## src/rtl/sp1_s.sv

```systemverilog
// SPI slave (mode: sample and shift on sclk falling edge) with tx buffer and rx holding register.
// Optional overrun flag enabled by defining SP1_S_OVERRUN_DET_EN.
module sp1_s #(
    parameter int          SYNC_STAGES = 2,
    parameter logic [7:0]  IDLE_BYTE   = 8'h00
) (
    input  logic       clk,
    input  logic       rst_n,
    input  logic       sclk,
    input  logic       ss,
    input  logic       mosi,
    output logic       miso,
    input  logic [7:0] tx_data,
    input  logic       tx_load,
    output logic       tx_ready,
    output logic [7:0] rx_data,
    output logic       rx_valid,
    input  logic       rx_ack,
    output logic       busy_s
`ifdef SP1_S_OVERRUN_DET_EN
    ,
    output logic       rx_overrun
`endif
);

    typedef enum logic {IDLE, SHIFT} state_t;

    state_t state, state_nxt;

    logic [SYNC_STAGES-1:0] sclk_sync;
    logic [SYNC_STAGES-1:0] ss_sync;
    logic [SYNC_STAGES-1:0] mosi_sync;
    logic [SYNC_STAGES-1:0] fill;

    logic       sclk_s, ss_s, mosi_s;
    logic       sclk_d, fall, fall_p, mosi_q;
    logic       armed;
    logic [2:0] cnt;
    logic [7:0] tx_sr, rx_sr, tx_buf, tx_next;
    logic       tx_full;
    logic       start, stop, shift, wrap, consume;

    assign sclk_s  = sclk_sync[SYNC_STAGES-1];
    assign ss_s    = ss_sync[SYNC_STAGES-1];
    assign mosi_s  = mosi_sync[SYNC_STAGES-1];
    assign fall    = sclk_d & ~sclk_s;
    assign tx_next = tx_full ? tx_buf : IDLE_BYTE;
    assign consume = start | wrap;

    assign miso     = (state == SHIFT) ? tx_sr[7] : 1'b0;
    assign tx_ready = ~tx_full;
    assign busy_s   = (state == SHIFT) && (cnt != 3'd0);

    // Synchronisers; armed blocks a start until ss is seen high after reset
    always_ff @(posedge clk or negedge rst_n) begin
        if (!rst_n) begin
            sclk_sync <= '0;
            ss_sync   <= '1;
            mosi_sync <= '0;
            fill      <= '0;
            sclk_d    <= 1'b0;
            fall_p    <= 1'b0;
            mosi_q    <= 1'b0;
            armed     <= 1'b0;
        end else begin
            sclk_sync <= {sclk_sync[SYNC_STAGES-2:0], sclk};
            ss_sync   <= {ss_sync[SYNC_STAGES-2:0], ss};
            mosi_sync <= {mosi_sync[SYNC_STAGES-2:0], mosi};
            fill      <= {fill[SYNC_STAGES-2:0], 1'b1};
            sclk_d    <= sclk_s;
            fall_p    <= fall;
            mosi_q    <= mosi_s;
            armed     <= armed | ((&fill) & ss_s);
        end
    end

    always_ff @(posedge clk or negedge rst_n) begin
        if (!rst_n) state <= IDLE;
        else        state <= state_nxt;
    end

    always_comb begin
        state_nxt = state;
        start     = 1'b0;
        stop      = 1'b0;
        shift     = 1'b0;
        wrap      = 1'b0;
        unique case (state)
            IDLE: begin
                if (armed && !ss_s) begin
                    state_nxt = SHIFT;
                    start     = 1'b1;
                end
            end
            SHIFT: begin
                if (ss_s) begin
                    state_nxt = IDLE;
                    stop      = 1'b1;
                end else if (fall_p) begin
                    shift = 1'b1;
                    wrap  = (cnt == 3'd7);
                end
            end
            default: state_nxt = IDLE;
        endcase
    end

    always_ff @(posedge clk or negedge rst_n) begin
        if (!rst_n) begin
            cnt   <= 3'd0;
            tx_sr <= 8'h00;
            rx_sr <= 8'h00;
        end else if (start || stop) begin
            cnt   <= 3'd0;
            tx_sr <= start ? tx_next : 8'h00;
            rx_sr <= 8'h00;
        end else if (shift) begin
            cnt   <= cnt + 3'd1;
            tx_sr <= wrap ? tx_next : {tx_sr[6:0], 1'b0};
            rx_sr <= {rx_sr[6:0], mosi_q};
        end
    end

    // A load in the same cycle as consumption is dropped
    always_ff @(posedge clk or negedge rst_n) begin
        if (!rst_n) begin
            tx_full <= 1'b0;
            tx_buf  <= 8'h00;
        end else if (consume) begin
            tx_full <= 1'b0;
        end else if (tx_load && !tx_full) begin
            tx_full <= 1'b1;
            tx_buf  <= tx_data;
        end
    end

    always_ff @(posedge clk or negedge rst_n) begin
        if (!rst_n) begin
            rx_data  <= 8'h00;
            rx_valid <= 1'b0;
        end else if (wrap) begin
            rx_data  <= {rx_sr[6:0], mosi_q};
            rx_valid <= 1'b1;
        end else if (rx_ack) begin
            rx_valid <= 1'b0;
        end
    end

`ifdef SP1_S_OVERRUN_DET_EN
    always_ff @(posedge clk or negedge rst_n) begin
        if (!rst_n)                            rx_overrun <= 1'b0;
        else if (wrap && rx_valid && !rx_ack)  rx_overrun <= 1'b1;
        else if (rx_ack)                       rx_overrun <= 1'b0;
    end
`endif

endmodule

```

## config.mk

```make
export PLATFORM = sky130hd
export DESIGN_NAME = sp1_s
export DESIGN_NICKNAME = d
export VERILOG_FILES = /design/src/rtl/sp1_s.sv
export SDC_FILE = /design/constraint.sdc
export NUM_CORES = 1
export LEC_CHECK = 0
export ABC_AREA = 1
export BUFFER_PORTS_ARGS = -buffer_cell sky130_fd_sc_hd__buf_2
export CAP_MARGIN = 20
export CORE_ASPECT_RATIO = 0.7
export CORE_UTILIZATION = 60
export DETAILED_ROUTE_END_ITERATION = 8
export PLACE_DENSITY = 0.82
export SETUP_SLACK_MARGIN = 0.15
export SYNTH_ARGS = -nofsm -noshare
export SYNTH_HDL_FRONTEND = slang
export SYNTH_SLANG_ARGS = --single-unit
```

## constraint.sdc

```tcl
create_clock -name clk -period 2.89 [get_ports clk]
set_input_delay 0.1445 -clock clk [delete_from_list [all_inputs] [get_ports clk]]
set_output_delay 0.1445 -clock clk [all_outputs]
set_load 0.1 [all_outputs]
```

==> results of run 1 <==
## cell type report
type | instances | area [sq um] | area share
clock buffer | 7 | 86.3 | 0.0357
clock inverter | 1 | 30.0 | 0.0124
inverter | 38 | 143 | 0.0589
multi-input combinational | 145 | 683 | 0.282
sequential | 49 | 1230 | 0.508
tap | 47 | 58.8 | 0.0243
timing repair buffer | 31 | 190 | 0.0786
## power breakdown
part,internal (uW),switching (uW)
combinational,76.3,164
sequential,761,54.3
clock,282,217
## per-stage QoR
stage	setup slack [ps]	hold slack, ps	cell area [sq um]	total power (uW)	util
after floorplan	691	-151	2080	990	-
after global placement	1160	250	2240	1050	0.694
after detailed placement	1070	252	2240	1060	0.694
after CTS	1000	28.6	2390	1550	0.739
after global routing	849	64.6	2420	1640	0.748
final	1020	23.6	2420	1550	0.748
## registers in the layout, indices dropped and copies added, names as in the netlist, 2 cells and up
name       count
cnt            3
fill           2
mosi_sync      2
tx_sr          8
tx_buf         8
rx_data        8
sclk_sync      2
ss_sync        2
rx_sr          7
## critical path, stage by stage (launching register included)
cell and delay, ps:
dfrtp_1 390, ha_1 200, ha_1 190, nand2_1 80, inv_1 90, nand2_2 300
nand4_4 270, o21ai_0 250
## placed cells by master, fill, tap and decap left out
| cell | count |
|---|---|
| clkbuf_8 | 6 |
| o22ai_1 | 1 |
| clkinv_1 | 2 |
| a21oi_1 | 5 |
| dfstp_2 | 2 |
| dfrtp_1 | 47 |
| nand4_1 | 1 |
| clkbuf_1 | 1 |
| nand3_4 | 1 |
| nor2_4 | 1 |
| conb_1 | 1 |
| bufinv_16 | 1 |
| buf_12 | 1 |
| nand2_2 | 1 |
| nand2_1 | 82 |
| inv_1 | 34 |
| nor2_1 | 8 |
| nand4_4 | 1 |
| o21ai_1 | 4 |
| o21ai_0 | 20 |
| nand3_1 | 13 |
| nor2_2 | 1 |
| inv_2 | 2 |
| buf_2 | 26 |
| nand3_2 | 1 |
| dlygate4sd3_1 | 4 |
| ha_1 | 3 |
| a31o_2 | 1 |
## cell families (layout without fill, tap and decap cells)
family          Yosys count  count (layout)
fa+ha+maj                 3               3
simple gates            110             110
other cells               1               1
compound gates           31              31
buf+inv                  42              77
flops                    49              49
## routing by layer
layer	global-route usage	share of wire	wire length (microns)	up-vias
met4	0.114	0.019	75	0
met1	0.349	0.49	1920	753
met2	0.355	0.45	1760	39
met5	0	0	0	-
met3	0.0907	0.048	191	10
li1	-	-	-	797
## cell usage after synthesis
master    instances
nand2_1          82
dfrtp_1          47
inv_1            34
o21ai_0          20
nand3_1          13
nor2_1            8
a21oi_1           5
o21ai_1           4
ha_1              3
buf_2             2
clkinv_1          2
dfstp_2           2
inv_2             2
a31o_2            1
buf_4             1
buf_6             1
conb_1            1
nand2_2           1
nand3_2           1
nand3_4           1
nand4_1           1
nand4_4           1
nor2_2            1
nor2_4            1
o22ai_1           1
## how the worst min path moves through the flow
stage                            end    from
final                       rx_valid  rx_ack
after global routing        rx_valid  rx_ack
after CTS                   rx_valid  rx_ack
after detailed placement  ss_sync[0]      ss
after global placement    ss_sync[0]      ss
after floorplan                armed   rst_n
==> impl_metrics.toml, run 1 <==
[cts]
post_cts_buffers = 0
insertion_delay_ps = 310
hold_buffers = 3
cts_tree = "yes"
clock_path_buffers = 2
clockRootBuffer = "clkbuf_8"
post_cts_resize_count = 0
cts.sinks = 49
numCtsBuffers = 5
clkSlewWorstSetupHoldPaths_ps = 80
htreeDepth = 2

[route]
dr.pass1.iters = 4
vias_per_cell = 5.03
drc = 0
drt.antenna.violating_nets = 0
postRouteWirelength_mm = 3.94
drtIter0Drc = 98
wire_per_inst_microns = 12.4
vias = 1599

[synthesis]
synth_top_area_share = 0.565
yosysTopAreaCell = "dfrtp_1"
synth_area_per_cell_sq_um = 8.83
netlist_top_cells_area = "dfrtp_1 56%, nand2_1 15%, inv_1 6.1%, o21ai_0 4.8%, nand3_1 3.1%"
ys_ff_latch = 49
synth-compound-area-share = 0.0769
synth_top_family_by_area = "simple AND/OR/NAND/NOR gates"
syn_area_sq_um = 2080
ys_seq_area_frac = 0.590
synth_fa_ha_area_frac = 0.0180
muxShareOfSynthArea = 0
synth_cells = 236
synthDistinctLibCells = 25
yosys.area_share.simple = 0.231
syn-num-nets = 254
synth_xor_area_frac = 0
yosys_warnings = 0

[hold_path]
holdPathStages = 2
hold_path.class = "input pin to flop"

[global_route]
grt_pass1_wl_mm = 6.75
grtUsageTotal = 0.252
grt_max_degree = 50
antenna_found_initial = 0
grt_pass1_vias = 1427
overflow = 0

[sta]
finClkSkew_ps = 2.24
fin_crit_sh = 0.646
setup_viol = 0
grt_setup_unrepaired = "false"
fin_setup_tns_ps = 0
max_freq_mhz = 536
layout_min_cycle_time_ps = 1870
hold_viol_final = 0
slew_violations = 0

[setup_path]
cp-start-kind = "flop"
critPathMaxFanout = 17
cp-end-kind = "flop"
worst_ep_arrival_time_ps = 2090
critPathRequiredTime_ps = 3110
r2r-end = "tx_buf[5]"
criticalPathCategory = "flop to flop"
crit_end = "tx_buf[5]"
r2r_start = "cnt[0]"
worstRegToRegCells = 7
startpoint = "cnt[0]"
reg2reg_slack_ps = 1020

[placed_design]
port-buffer-count = 26
dp_hpwl_mm = 2.59
place_inst = 305
gp_congestion = 0.815

[cells_and_area]
drive_gt1_frac = 0.166
fin_cells = 318
n_fill_cell = 242
antennaDiodeCount = 0
area_growth_pct = 16.2
finish.net_count = 288

[die]
fp.dieW_microns = 72.4
die_area_sq_um = 3720
io_pins = 27
start_util = 0.644
rows = 17
die_h_microns = 51.3
core_area_sq_um = 3230

[run_status]
status = "finished, final reports clean"

[job]
cap_violations = 0

[power_and_ir_drop]
peakVddDrop_mv = 0.454
pwr_density_cell_nw_per_um2 = 642
p_leak_uw = 0.00133
(Power assumes the default switching activity.)
==> inputs of run 2 (changes only) <==
--- a/config.mk
+++ b/config.mk
@@ -9,9 +9,9 @@
 export BUFFER_PORTS_ARGS = -buffer_cell sky130_fd_sc_hd__buf_2
 export CAP_MARGIN = 20
 export CORE_ASPECT_RATIO = 0.7
-export CORE_UTILIZATION = 60
+export CORE_UTILIZATION = 56
 export DETAILED_ROUTE_END_ITERATION = 8
-export PLACE_DENSITY = 0.82
+export PLACE_DENSITY = 0.78
 export SETUP_SLACK_MARGIN = 0.15
 export SYNTH_ARGS = -nofsm -noshare
 export SYNTH_HDL_FRONTEND = slang
==> constraint.sdc (replaced) <==
create_clock -name clk -period 1.9 [get_ports clk]
set_input_delay 0.095 -clock clk [delete_from_list [all_inputs] [get_ports clk]]
set_output_delay 0.095 -clock clk [all_outputs]
set_load 0.1 [all_outputs]
==> impl_metrics.toml, run 2 (synthesis results as in run 1) <==
[sta]
fin_crit_sh = 0.854
hold_ws_ps = 19.6
fin_setup_tns_ps = 0
layout_min_cycle_time_ps = 1620
hold_viol_final = 0
grt_setup_unrepaired = "false"
max_freq_mhz = 617
setup_viol = 0
finClkSkew_ps = 6.34
slew_violations = 0

[global_route]
grt_pass1_vias = 1400
grt_pass1_wl_mm = 6.15
grtUsageTotal = 0.216
antenna_found_initial = 0
overflow = 0
grt_max_degree = 50

[die]
rows = 18
die_area_sq_um = 3970
core_area_sq_um = 3540
die_h_microns = 53.0
io_pins = 27
fp.dieW_microns = 74.9
start_util = 0.589

[setup_path]
worst_ep_arrival_time_ps = 1810
reg2reg_slack_ps = 280
r2r-end = "tx_sr[2]"
worstRegToRegCells = 9
critPathMaxFanout = 15
critPathMaxStageDelay_ps = 400
cp-start-kind = "flop"
critPathRequiredTime_ps = 2090
r2r_start = "cnt[0]"
criticalPathCategory = "flop to flop"
crit_buf_inv = 2
cp-end-kind = "flop"
startpoint = "cnt[0]"
path_cells = "ha_1 > ha_1 > nand2_1 > inv_1 > nand2_2 > buf_4 > nand2_1 > nand3_1 > a21oi_1"
crit_family = "flip-flops"
crit_slowest_cell = "dfrtp_1"

[route]
drt.antenna.violating_nets = 0
dr.pass1.iters = 4
vias_per_cell = 4.93
drc = 0
vias = 1594
postRouteWirelength_mm = 3.66
wire_per_inst_microns = 11.3
drtIter0Drc = 105

[cells_and_area]
area_growth_pct = 15.7
finish.net_count = 290
antennaDiodeCount = 0
final_cell_mix = "82 x nand2_1, 47 x dfrtp_1, 34 x inv_1"
reg_top3 = "rx_data (8), tx_buf (8), tx_sr (8)"
fin_cells = 323
final_common_cell = "nand2_1"
drive_gt1_frac = 0.172

[job]
cap_violations = 0

[power_and_ir_drop]
peakVddDrop_mv = 0.535
pwr_density_cell_nw_per_um2 = 903
p_leak_uw = 0.00133

[cts]
numCtsBuffers = 5
clockRootBuffer = "clkbuf_8"
cts_tree = "yes"
clock_path_buffers = 2
htreeDepth = 2
insertion_delay_ps = 300
cts.sinks = 49
clkSlewWorstSetupHoldPaths_ps = 80

[hold_path]
holdPathStages = 3
min_to = "tx_buf[7]"
hold_path.class = "input pin to flop"
worstHoldStart = "tx_data[7]"

[placed_design]
port-buffer-count = 26
gp_congestion = 0.798
dp_hpwl_mm = 2.55
place_inst = 310

[run_status]
status = "finished, final reports clean"
[run 2: power breakdown]
| part | switching, uW | leakage [uW] | internal, uW | total [uW] |
|---|---|---|---|---|
| combinational | 246 | 0.000657 | 119 | 364 |
| clock | 322 | 0.0000450 | 255 | 577 |
| sequential | 78.5 | 0.000624 | 1160 | 1240 |
| total | 646 | 0.00133 | 1530 | 2180 |
[run 2: worst register-to-register path, stage by stage (launching register included)]
cell,delay (ps)
dfrtp_1,400
ha_1,210
ha_1,190
nand2_1,80
inv_1,100
nand2_2,120
buf_4,210
nand2_1,80
nand3_1,70
a21oi_1,70
[run 2: layout make-up]
class / count / area [sq um]
fill: 282 / 1120
clock buffer: 6 / 72.6
multi-input combinational: 145 / 687
clock inverter: 2 / 10.0
timing repair buffer: 33 / 208
tap: 50 / 62.6
inverter: 38 / 143
sequential: 49 / 1230
[run 2: worst max path at each step]
stage / cells past startpoint / slack, ps / to
floorplan: 5 / 230 / tx_buf[6]
global placement: 9 / 380 / tx_sr[5]
detailed placement: 9 / 300 / tx_sr[2]
CTS: 9 / 280 / tx_sr[4]
global route: 8 / 160 / tx_buf[1]
finish: 9 / 280 / tx_sr[2]
[run 2: metal layers]
| layer | global-route usage | routed length, microns | vias to the layer above |
|---|---|---|---|
| met3 | 0.0571 | 222 | 8 |
| met4 | 0.0755 | 52 | 0 |
| met5 | 0 | 0 | - |
| met1 | 0.295 | 1840 | 745 |
| met2 | 0.332 | 1540 | 40 |
| li1 | - | - | 801 |
[run 2: through the flow]
step | area (sq um) | power [uW] | utilization | worst slack [ps]
2_1_floorplan | 2090 | 1510 | - | 235
3_3_place_gp | 2280 | 1600 | 0.644 | 375
3_5_place_dp | 2280 | 1610 | 0.644 | 297
4_1_cts | 2410 | 2190 | 0.682 | 278
5_1_grt | 2410 | 2310 | 0.682 | 156
6_report | 2410 | 2180 | 0.682 | 278
[run 2: timing repair]
item	CTS	global route
resized for setup	0	1
endpoints found under the setup margin	0	1
hold buffers	5	0
hold endpoints to repair	51	0
buffers inserted	0	0
==> inputs of run 3 (changes only) <==
--- a/config.mk
+++ b/config.mk
@@ -9,10 +9,12 @@
 export BUFFER_PORTS_ARGS = -buffer_cell sky130_fd_sc_hd__buf_2
 export CAP_MARGIN = 20
 export CORE_ASPECT_RATIO = 0.7
+export CORE_MARGIN = 2
 export CORE_UTILIZATION = 56
 export DETAILED_ROUTE_END_ITERATION = 8
 export PLACE_DENSITY = 0.78
 export SETUP_SLACK_MARGIN = 0.15
+export SLEW_MARGIN = 10
 export SYNTH_ARGS = -nofsm -noshare
 export SYNTH_HDL_FRONTEND = slang
 export SYNTH_SLANG_ARGS = --single-unit
==> impl_metrics.toml, run 3 (synthesis results as in run 1) <==
[power_and_ir_drop]
swShare = 0.301
power_frac_comb = 0.166
intPower_uw = 1540
peakVddDrop_mv = 0.633
total_power_uw = 2200
p_switching_uw = 661
clkPwrFrac = 0.272
pwr_density_cell_nw_per_um2 = 909
p_leak_uw = 0.00132
seqPwrFrac = 0.562

[sta]
setup_viol = 0
slew_violations = 0
layout_min_cycle_time_ps = 1610
finClkSkew_ps = 10.2
fin_crit_sh = 0.847
fin_setup_tns_ps = 0
grt_setup_unrepaired = "false"
max_freq_mhz = 621
hold_viol_final = 0

[cts]
clkSlewWorstSetupHoldPaths_ps = 90
numCtsBuffers = 5
clockRootBuffer = "clkbuf_8"
cts.sinks = 49
htreeDepth = 2
post_cts_resize_count = 0
clock_path_buffers = 2
post_cts_buffers = 0
insertion_delay_ps = 300
cts_tree = "yes"

[global_route]
met2_usage = 0.310
antenna_found_initial = 0
grt_use_met1 = 0.271
grt.met3_usage = 0.0503
grt_max_degree = 50
grt_pass1_wl_mm = 6.42
overflow = 0
top_usage_layer = "met2"
grtUsageTotal = 0.200
grt_pass1_vias = 1454

[die]
die_area_sq_um = 4230
core_area_sq_um = 3540
io_pins = 27
die_h_microns = 55.0
start_util = 0.589
fp.dieW_microns = 76.9
rows = 18

[route]
drt.antenna.violating_nets = 0
postRouteWirelength_mm = 3.66
drc = 0
dr.pass1.iters = 4
vias = 1568
wire_per_inst_microns = 11.3
vias_per_cell = 4.85
drtIter0Drc = 116

[job]
cap_violations = 0

[setup_path]
worst_ep_arrival_time_ps = 1510
r2r-end = "tx_sr[2]"
worstRegToRegCells = 9
path_cells = "inv_1 > ha_1 > a21oi_2 > buf_2"
crit_slowest_cell = "buf_2"
reg2reg_slack_ps = 310
critPathRequiredTime_ps = 1800
cp-start-kind = "flop"
critPathMaxStageDelay_ps = 440
criticalPathCategory = "flop to primary output"
cp-end-kind = "primary output"
r2r_start = "cnt[1]"
critPathMaxFanout = 3

[placed_design]
dp_hpwl_mm = 2.64
gp_congestion = 0.797
port-buffer-count = 26
dpl-instance-area_sq_um = 2280

[cells_and_area]
reg_top3 = "rx_data (8), tx_buf (8), tx_sr (8)"
antennaDiodeCount = 0
drive_gt1_frac = 0.172
final_cell_mix = "82 x nand2_1, 47 x dfrtp_1, 34 x inv_1"
final_area_sq_um = 2420
finish.net_count = 290
area_growth_pct = 16.0
final_common_cell = "nand2_1"

[hold_path]
min_to = "tx_buf[7]"
holdPathStages = 3
worstHoldStart = "tx_data[7]"
hold_path.class = "input pin to flop"

[run_status]
status = "finished, final reports clean"
==> run 3: critical path: cells and delay by family (launching register included) <==
| kind | cells | cell delay [ps] |
|---|---|---|
| buffers and inverters | 2 | 510 |
| DFF | 1 | 360 |
| adders and majority gates | 1 | 210 |
| AOI/OAI and AO/OA | 1 | 140 |
==> run 3: repair_timing <==
item | CTS | global route
hold buffers | 5 | 0
endpoints found under the setup margin | 0 | 0
endpoints found under the hold margin | 51 | 0
==> run 3: area by class of cell <==
cell class                      count  area (sq um)
Tap cell                           50          62.6
Multi-Input combinational cell    145           687
Sequential cell                    49          1230
Clock buffer                        6          72.6
Fill cell                         319          1120
Inverter                           38           143
Clock inverter                      2          15.0
Timing Repair Buffer               33           208
==> run 3: how the worst max path moves through the flow <==
stage / startpoint / to / slack (ps) / depth (start not counted)
after floorplan: tx_full / tx_buf[6] / 230 / 5
after global placement: cnt[0] / tx_sr[5] / 370 / 9
after detailed placement: cnt[1] / tx_sr[5] / 320 / 9
after CTS: cnt[0] / busy_s / 280 / 4
after global routing: cnt[0] / tx_sr[7] / 160 / 9
final: cnt[0] / busy_s / 290 / 4
==> run 3: per-stage QoR <==
stage | std cells | hold WS [ps] | utilization | setup WS (ps)
6_report | 323 | 15.6 | 0.683 | 291
5_1_grt | 323 | 16.0 | 0.683 | 160
4_1_cts | 323 | 8.25 | 0.683 | 281
3_5_place_dp | 310 | 99.7 | 0.644 | 317
3_3_place_gp | 310 | 99.6 | 0.644 | 374
2_1_floorplan | 236 | -201 | - | 235
==> run 3: power by group through the flow <==
stage | Sequential (uW) | Combinational [uW] | Clock, uW
2_1_floorplan | 1230 | 280 | 0
3_3_place_gp | 1250 | 348 | 0
3_5_place_dp | 1250 | 358 | 0
4_1_cts | 1230 | 367 | 617
5_1_grt | 1250 | 417 | 664
6_report | 1230 | 364 | 598
==> run 3: metal layers <==
layer,wire length [microns],vias to the layer above
met5,0,-
met4,48,0
met3,148,5
met2,1560,23
met1,1910,740
li1,-,800
